### src/rtl/cmd_deframer.sv
// Byte-stream command deframer: parses A5-synced, XOR-checksummed 4-byte frames
// into a show-ahead word FIFO, with inter-byte timeout and good/bad frame counters.
module cmd_deframer #(
  parameter int DEPTH   = 4,
  parameter int TIMEOUT = 1000
) (
  input  logic        clk,
  input  logic        rst,
  input  logic [7:0]  rx_data,
  input  logic        rx_valid,
  output logic        rx_ready,
  output logic [31:0] cmd_data,
  output logic        cmd_waitreq,
  input  logic        cmd_rdreq,
  output logic [15:0] frame_cnt,
  output logic [7:0]  err_cnt,
  output logic        err_pulse
);

  localparam int AW = $clog2(DEPTH);
  localparam int CW = AW + 1;
  localparam int GW = $clog2(TIMEOUT + 1);
  localparam logic [7:0] SYNC_BYTE = 8'hA5;

  typedef enum logic [1:0] {S_SYNC, S_DATA, S_CSUM} state_t;

  state_t          state_q, state_d;
  logic [1:0]      idx_q, idx_d;
  logic [31:0]     asm_q, asm_d;
  logic [GW-1:0]   gap_q, gap_d;
  logic [15:0]     frame_cnt_q;
  logic [7:0]      err_cnt_q;
  logic            err_pulse_q;

  logic [31:0]     mem_q [DEPTH];
  logic [AW-1:0]   wr_ptr_q, rd_ptr_q;
  logic [CW-1:0]   count_q;

  logic            rx_fire, push, drop, pop, empty, full;
  logic [7:0]      csum;
  logic            gap_expired;

  assign empty       = (count_q == '0);
  assign full        = (count_q == CW'(DEPTH));
  // Only stall between frames: a frame is started only with a free slot.
  assign rx_ready    = !((state_q == S_SYNC) && full);
  assign rx_fire     = rx_valid && rx_ready;
  assign pop         = cmd_rdreq && !empty;
  assign csum        = asm_q[31:24] ^ asm_q[23:16] ^ asm_q[15:8] ^ asm_q[7:0];
  assign gap_expired = (gap_q == GW'(TIMEOUT - 1));

  always_comb begin
    state_d = state_q;
    idx_d   = idx_q;
    asm_d   = asm_q;
    gap_d   = gap_q;
    push    = 1'b0;
    drop    = 1'b0;
    case (state_q)
      S_SYNC: begin
        gap_d = '0;
        if (rx_fire && (rx_data == SYNC_BYTE)) begin
          state_d = S_DATA;
          idx_d   = 2'd0;
        end
      end
      S_DATA: begin
        if (rx_fire) begin
          asm_d = {asm_q[23:0], rx_data};
          gap_d = '0;
          idx_d = idx_q + 2'd1;
          if (idx_q == 2'd3) state_d = S_CSUM;
        end else if (gap_expired) begin
          drop    = 1'b1;
          gap_d   = '0;
          state_d = S_SYNC;
        end else begin
          gap_d = gap_q + GW'(1);
        end
      end
      S_CSUM: begin
        if (rx_fire) begin
          push    = (rx_data == csum);
          drop    = (rx_data != csum);
          gap_d   = '0;
          state_d = S_SYNC;
        end else if (gap_expired) begin
          drop    = 1'b1;
          gap_d   = '0;
          state_d = S_SYNC;
        end else begin
          gap_d = gap_q + GW'(1);
        end
      end
      default: begin
        state_d = S_SYNC;
        gap_d   = '0;
      end
    endcase
  end

  always_ff @(posedge clk) begin
    if (rst) begin
      state_q     <= S_SYNC;
      idx_q       <= '0;
      asm_q       <= '0;
      gap_q       <= '0;
      frame_cnt_q <= '0;
      err_cnt_q   <= '0;
      err_pulse_q <= 1'b0;
    end else begin
      state_q     <= state_d;
      idx_q       <= idx_d;
      asm_q       <= asm_d;
      gap_q       <= gap_d;
      err_pulse_q <= drop;
      if (push) frame_cnt_q <= frame_cnt_q + 16'd1;
      if (drop && (err_cnt_q != 8'hFF)) err_cnt_q <= err_cnt_q + 8'd1;
    end
  end

  always_ff @(posedge clk) begin
    if (rst) begin
      wr_ptr_q <= '0;
      rd_ptr_q <= '0;
      count_q  <= '0;
    end else begin
      if (push) wr_ptr_q <= wr_ptr_q + AW'(1);
      if (pop)  rd_ptr_q <= rd_ptr_q + AW'(1);
      if (push && !pop)      count_q <= count_q + CW'(1);
      else if (pop && !push) count_q <= count_q - CW'(1);
    end
  end

  // Storage needs no reset: the head is masked to zero while empty.
  always_ff @(posedge clk) begin
    if (push) mem_q[wr_ptr_q] <= asm_q;
  end

  assign cmd_data    = empty ? 32'd0 : mem_q[rd_ptr_q];
  assign cmd_waitreq = empty;
  assign frame_cnt   = frame_cnt_q;
  assign err_cnt     = err_cnt_q;
  assign err_pulse   = err_pulse_q;

endmodule
### config.mk
export PLATFORM = sky130hd
export DESIGN_NAME = cmd_deframer
export DESIGN_NICKNAME = d
export VERILOG_FILES = /design/src/rtl/cmd_deframer.sv
export SDC_FILE = /design/constraint.sdc
export NUM_CORES = 1
export LEC_CHECK = 0
export ABC_AREA = 1
export ABC_CLOCK_PERIOD_IN_PS = 4300
export BUFFER_PORTS_ARGS = -buffer_cell sky130_fd_sc_hd__buf_4
export CAP_MARGIN = 20
export CORE_MARGIN = 10
export CORE_UTILIZATION = 29
export CTS_BUF_LIST = sky130_fd_sc_hd__clkbuf_4 sky130_fd_sc_hd__clkbuf_8
export CTS_CLUSTER_SIZE = 40
export DETAILED_ROUTE_END_ITERATION = 8
export PLACE_DENSITY = 0.42
export SLEW_MARGIN = 10
export SYNTH_ARGS = -nofsm -noshare
export SYNTH_HDL_FRONTEND = slang
export SYNTH_SLANG_ARGS = --single-unit
export TNS_END_PERCENT = 50
### constraint.sdc
create_clock -name clk -period 4.3 [get_ports clk]
set_input_delay 0 -clock clk [delete_from_list [all_inputs] [get_ports clk]]
set_output_delay 0 -clock clk [all_outputs]
set_load 0.05 [all_outputs]
==> results_tabular.tex <==
\begin{tabular}{lr}
\hline
Metric & Value \\
\hline
\multicolumn{2}{l}{\textbf{Worst setup path}} \\
\quad FF-to-FF setup slack & 1160 ps \\
\quad CP Launch Type & flip-flop \\
\quad Type of the setup path with the least slack & flip-flop to flip-flop \\
\quad Critical R2R Capture & count\_q[2]\$\_SDFFE\_PP0P\_ \\
\quad R2R cell count & 16 \\
\quad Required time of the critical path & 4710 ps \\
\quad CP arrival & 3550 ps \\
\quad Kind of capture point of the worst setup path & flip-flop \\
\quad Worst R2R Start & state\_q[0]\$\_SDFFE\_PP0P\_ \\
\quad Largest fanout of any net on the critical path & 9 \\
\multicolumn{2}{l}{\textbf{Pwr}} \\
\quad Total power density per cell area & 578 nW/µm² \\
\quad Portion of total power attributed to sequential cells & 35.2\% \\
\quad Part of the power in combinational logic & 35.0\% \\
\quad Proportion of total power due to net switching & 40.4\% \\
\quad Internal power contribution & 0.00382 W \\
\quad Leakage power & 4.22 nW \\
\quad Switching Power & 0.00260 W \\
\quad Max rail drop VDD & 0.291 mV \\
\quad Clock network power share & 29.8\% \\
\multicolumn{2}{l}{\textbf{CTS}} \\
\quad Hold buffer count at cts & 10 \\
\quad Clk root buf & sky130\_fd\_sc\_hd\_\_clkbuf\_8 \\
\quad Post\_cts resized & 0 \\
\quad Clock net sink count & 208 \\
\quad Buffer count from post-CTS setup fixing & 0 \\
\quad CTS clock-pin slew for the worst setup and hold paths & 60 ps \\
\quad Cts bufs inserted & 40 \\
\quad Buffers from clock root to sink, at most & 3 \\
\quad H-tree Lvls & 2 \\
\quad TritonCTS clock tree & built \\
\quad Skew-Pair Late Insertion Delay & 550 ps \\
\multicolumn{2}{l}{\textbf{Synthesis}} \\
\quad Syn. warnings & 0 \\
\quad Post-synthesis async set-or-reset flop share & 0\% \\
\quad Cells after Synth & 999 \\
\quad Number of different library cells in the post-synthesis netlist & 41 \\
\quad Register bit count reported by yosys & 208 \\
\quad Net count after synthesis & 1025 \\
\quad Share of synthesized area occupied by flip-flops and latches & 59.1\% \\
\quad Fraction of post-synthesis cell area in the top cell type by area & 41.7\% \\
\quad Post-Synthesis Mean Instance Area & 9.22 µm² \\
\quad Post-synth top area cell & sky130\_fd\_sc\_hd\_\_edfxtp\_1 \\
\quad EDFF count, synth & 128 \\
\quad Top cells by area, synth & sky130\_fd\_sc\_hd\_\_edfxtp\_1 (42\%), sky130\_fd\_sc\_hd\_\_dfxtp\_1 (17\%), sky130\_fd\_sc\_hd\_\_nor2\_1 (7.7\%), sky130\_fd\_sc\_hd\_\_o21ai\_0 (5.9\%), sky130\_fd\_sc\_hd\_\_nand2\_1 (5.5\%) \\
\quad Syn Std Cell Area & 9210 µm² \\
\quad Most used flip-flop cell after synthesis & sky130\_fd\_sc\_hd\_\_edfxtp\_1 \\
\multicolumn{2}{l}{\textbf{Hold path}} \\
\quad End point of the most critical hold path & frame\_cnt[14]\$\_SDFFE\_PP0P\_ \\
\quad Hold Crit Class & input port to flip-flop \\
\quad Worst Hold Path Cells & 5 \\
\quad Hold path start & rx\_valid \\
\multicolumn{2}{l}{\textbf{Routing}} \\
\quad DRT Pass-1 Iters & 5 \\
\quad Post-route ant nets & 0 \\
\quad Count of vias placed by the detailed router & 6957 \\
\quad Routed length per instance & 16.3 µm \\
\quad Initial DRC count & 313 \\
\quad Total wirelength of the detailed-routed design & 25000 µm \\
\quad Count of unresolved DRC violations after routing & 0 \\
\quad Number of vias per cell & 4.55 \\
\multicolumn{2}{l}{\textbf{Die}} \\
\quad Core Box Area & 31500 µm² \\
\quad Die outline area & 39300 µm² \\
\quad Starting Density & 29.3\% \\
\quad Vertical die dimension & 198 µm \\
\quad Floorplan row count & 65 \\
\quad Die X & 198 µm \\
\quad Count of boundary I/O pins & 71 \\
\multicolumn{2}{l}{\textbf{Timing}} \\
\quad Final Setup Violations & 0 \\
\quad Post-route fraction of the period consumed by the critical path & 73.0\% \\
\quad Clk\_skew & 29.2 ps \\
\quad Setup TNS after final layout & 0 ps \\
\quad Highest Clock Rate & 319 MHz \\
\quad Setup repair after global routing missed its margin & false \\
\quad Clock period minus worst slack & 3140 ps \\
\quad Worst rel slew slack & 41.6\% \\
\quad Final hold viol count & 0 \\
\quad Transition time of the tightest slew-check pin & 874 ps \\
\quad Max-slew violation total from the final report & 0 \\
\multicolumn{2}{l}{\textbf{Final layout}} \\
\quad Share of post-route cells with drive strength above 1 & 17.9\% \\
\quad Growth of design area from synthesis to finish & 20.6\% \\
\quad Number of antenna repair diodes & 0 \\
\quad Net count of the finished layout & 1121 \\
\quad Post-route cell area & 11100 µm² \\
\multicolumn{2}{l}{\textbf{Global route}} \\
\quad Vias in the first global route & 7068 \\
\quad First-pass GRT wire length & 39900 µm \\
\quad Largest net degree at the start of global routing & 65 \\
\quad GR Util All Layers & 12.9\% \\
\quad Initial antenna violation count & 0 \\
\quad Total congestion overflow & 0 \\
\multicolumn{2}{l}{\textbf{Outcome}} \\
\quad Status & finished clean \\
\multicolumn{2}{l}{\textbf{Placed design}} \\
\quad Area post-placement & 10200 µm² \\
\quad Number of buffers added on ports & 70 \\
\quad Final GP Congestion & 0.758 \\
\quad Sum of net half-perimeters after detailed placement & 15700 µm \\
\multicolumn{2}{l}{\textbf{Job}} \\
\quad Count of maximum capacitance violations & 0 \\
\hline
\end{tabular}
[flip-flops by register name (all words and copies together) (netlist names), named ones only]
| name | count |
|---|---|
| mem_q | 128 |
| asm_q | 32 |
| frame_cnt | 16 |
| gap_q | 10 |
| err_cnt | 8 |
| count_q | 3 |
| idx_q | 2 |
| rd_ptr_q | 2 |
| state_q | 2 |
| wr_ptr_q | 2 |
| err_pulse | 1 |
[cells in the final DEF (no fill, tap or decap), types with 10 or more instances in the layout]
cell	instances
sky130_fd_sc_hd__nor2_1	183
sky130_fd_sc_hd__nand4_1	20
sky130_fd_sc_hd__dlygate4sd3_1	10
sky130_fd_sc_hd__nor3_1	17
sky130_fd_sc_hd__inv_2	16
sky130_fd_sc_hd__nand2_1	136
sky130_fd_sc_hd__nand3_1	24
sky130_fd_sc_hd__edfxtp_1	128
sky130_fd_sc_hd__clkbuf_8	41
sky130_fd_sc_hd__o21ai_0	108
sky130_fd_sc_hd__clkbuf_4	22
sky130_fd_sc_hd__buf_4	82
sky130_fd_sc_hd__inv_1	77
sky130_fd_sc_hd__a21oi_1	81
sky130_fd_sc_hd__dfxtp_1	79
sky130_fd_sc_hd__xor2_1	11
sky130_fd_sc_hd__ha_1	13
sky130_fd_sc_hd__nand2_2	11
[worst max path at each step]
stage	depth (start not counted)	from	to
finish	16	state_q[0]$_SDFFE_PP0P_	count_q[2]$_SDFFE_PP0P_
global route	17	asm_q[3]$_SDFFE_PP0P_	count_q[2]$_SDFFE_PP0P_
CTS	17	asm_q[3]$_SDFFE_PP0P_	count_q[2]$_SDFFE_PP0P_
detailed placement	17	asm_q[3]$_SDFFE_PP0P_	count_q[2]$_SDFFE_PP0P_
global placement	16	state_q[0]$_SDFFE_PP0P_	count_q[2]$_SDFFE_PP0P_
floorplan	9	state_q[0]$_SDFFE_PP0P_	mem_q[0][0]$_DFFE_PP_
[metal layers]
| layer | GRT usage, % | wire (µm) | vias to the layer above |
|---|---|---|---|
| met5 | 0 | 0 | - |
| met3 | 2.85 | 1140 | 34 |
| met4 | 3.53 | 398 | 0 |
| met1 | 16.5 | 11600 | 3248 |
| met2 | 21.4 | 11800 | 110 |
| li1 | - | - | 3565 |
[logic make-up after synthesis]
logic type,synth area share [%]
AOI/OAI and AO/OA,11.9
buffers and inverters,5.50
adders and majority gates,1.98
xor gates and xnor gates,1.81
and+or+nand+nor,19.7
DFF,59.1
[cell usage after synthesis (2+ instances only)]
library cell / n
sky130_fd_sc_hd__buf_2: 3
sky130_fd_sc_hd__nand3_1: 24
sky130_fd_sc_hd__nand2_2: 11
sky130_fd_sc_hd__nand3_2: 3
sky130_fd_sc_hd__xor2_1: 11
sky130_fd_sc_hd__clkbuf_1: 29
sky130_fd_sc_hd__o31ai_1: 3
sky130_fd_sc_hd__nor4_1: 4
sky130_fd_sc_hd__inv_2: 15
sky130_fd_sc_hd__nor3_1: 17
sky130_fd_sc_hd__nor2_4: 3
sky130_fd_sc_hd__and3_1: 2
sky130_fd_sc_hd__ha_1: 13
sky130_fd_sc_hd__dfxtp_1: 80
sky130_fd_sc_hd__nor2_1: 188
sky130_fd_sc_hd__nor3b_1: 3
sky130_fd_sc_hd__buf_1: 5
sky130_fd_sc_hd__inv_1: 78
sky130_fd_sc_hd__nand4_1: 20
sky130_fd_sc_hd__nand2_1: 136
sky130_fd_sc_hd__a21oi_2: 6
sky130_fd_sc_hd__a22oi_1: 2
sky130_fd_sc_hd__edfxtp_1: 128
sky130_fd_sc_hd__xnor2_1: 8
sky130_fd_sc_hd__a21oi_1: 81
sky130_fd_sc_hd__o21ai_0: 108
sky130_fd_sc_hd__nand2_4: 2
sky130_fd_sc_hd__o21ai_1: 3
[worst max-delay path, cell delays in order (launching register included)]
cell and delay, ps:
sky130_fd_sc_hd__dfxtp_1 380, sky130_fd_sc_hd__inv_1 100, sky130_fd_sc_hd__ha_1 250, sky130_fd_sc_hd__nand3_2 120
sky130_fd_sc_hd__nand2_4 90, sky130_fd_sc_hd__inv_2 180, sky130_fd_sc_hd__nand2_1 80, sky130_fd_sc_hd__nor4_1 210
sky130_fd_sc_hd__nand3_1 380, sky130_fd_sc_hd__inv_1 150, sky130_fd_sc_hd__ha_1 150, sky130_fd_sc_hd__inv_1 60
sky130_fd_sc_hd__fa_1 390, sky130_fd_sc_hd__a21oi_1 150, sky130_fd_sc_hd__o21ai_0 110, sky130_fd_sc_hd__o21ai_0 160
sky130_fd_sc_hd__a21oi_1 60
[power groups by stage]
stage               Clock, W  Combinational [W]  Sequential (W)
floorplan                  0            0.00156         0.00227
global placement           0            0.00230         0.00231
detailed placement         0            0.00230         0.00230
global route         0.00208            0.00246         0.00227
finish               0.00191            0.00225         0.00226
CTS                  0.00198            0.00231         0.00226
[per-stage QoR]
stage                     setup slack, ps  instances  power (W)  utilization, %  hold WS [ps]
after CTS                            1140       1529    0.00656            35.3          2.53
after floorplan                       970        999    0.00383               -          76.1
after detailed placement             1170       1445    0.00460            32.5           313
final                                1160       1529    0.00642            35.3          30.0
after global placement               1150       1445    0.00461            32.5           307
after global routing                  757       1529    0.00681            35.3          33.9
[layout make-up]
type	count	area, µm²
multi-input combinational	659	3300
tap	402	503
sequential	208	5450
clock buffer	63	729
clock inverter	11	60.1
inverter	94	353
fill	3226	20400
timing repair buffer	92	716
No activity file was read; power rests on OpenSTA's default activity.
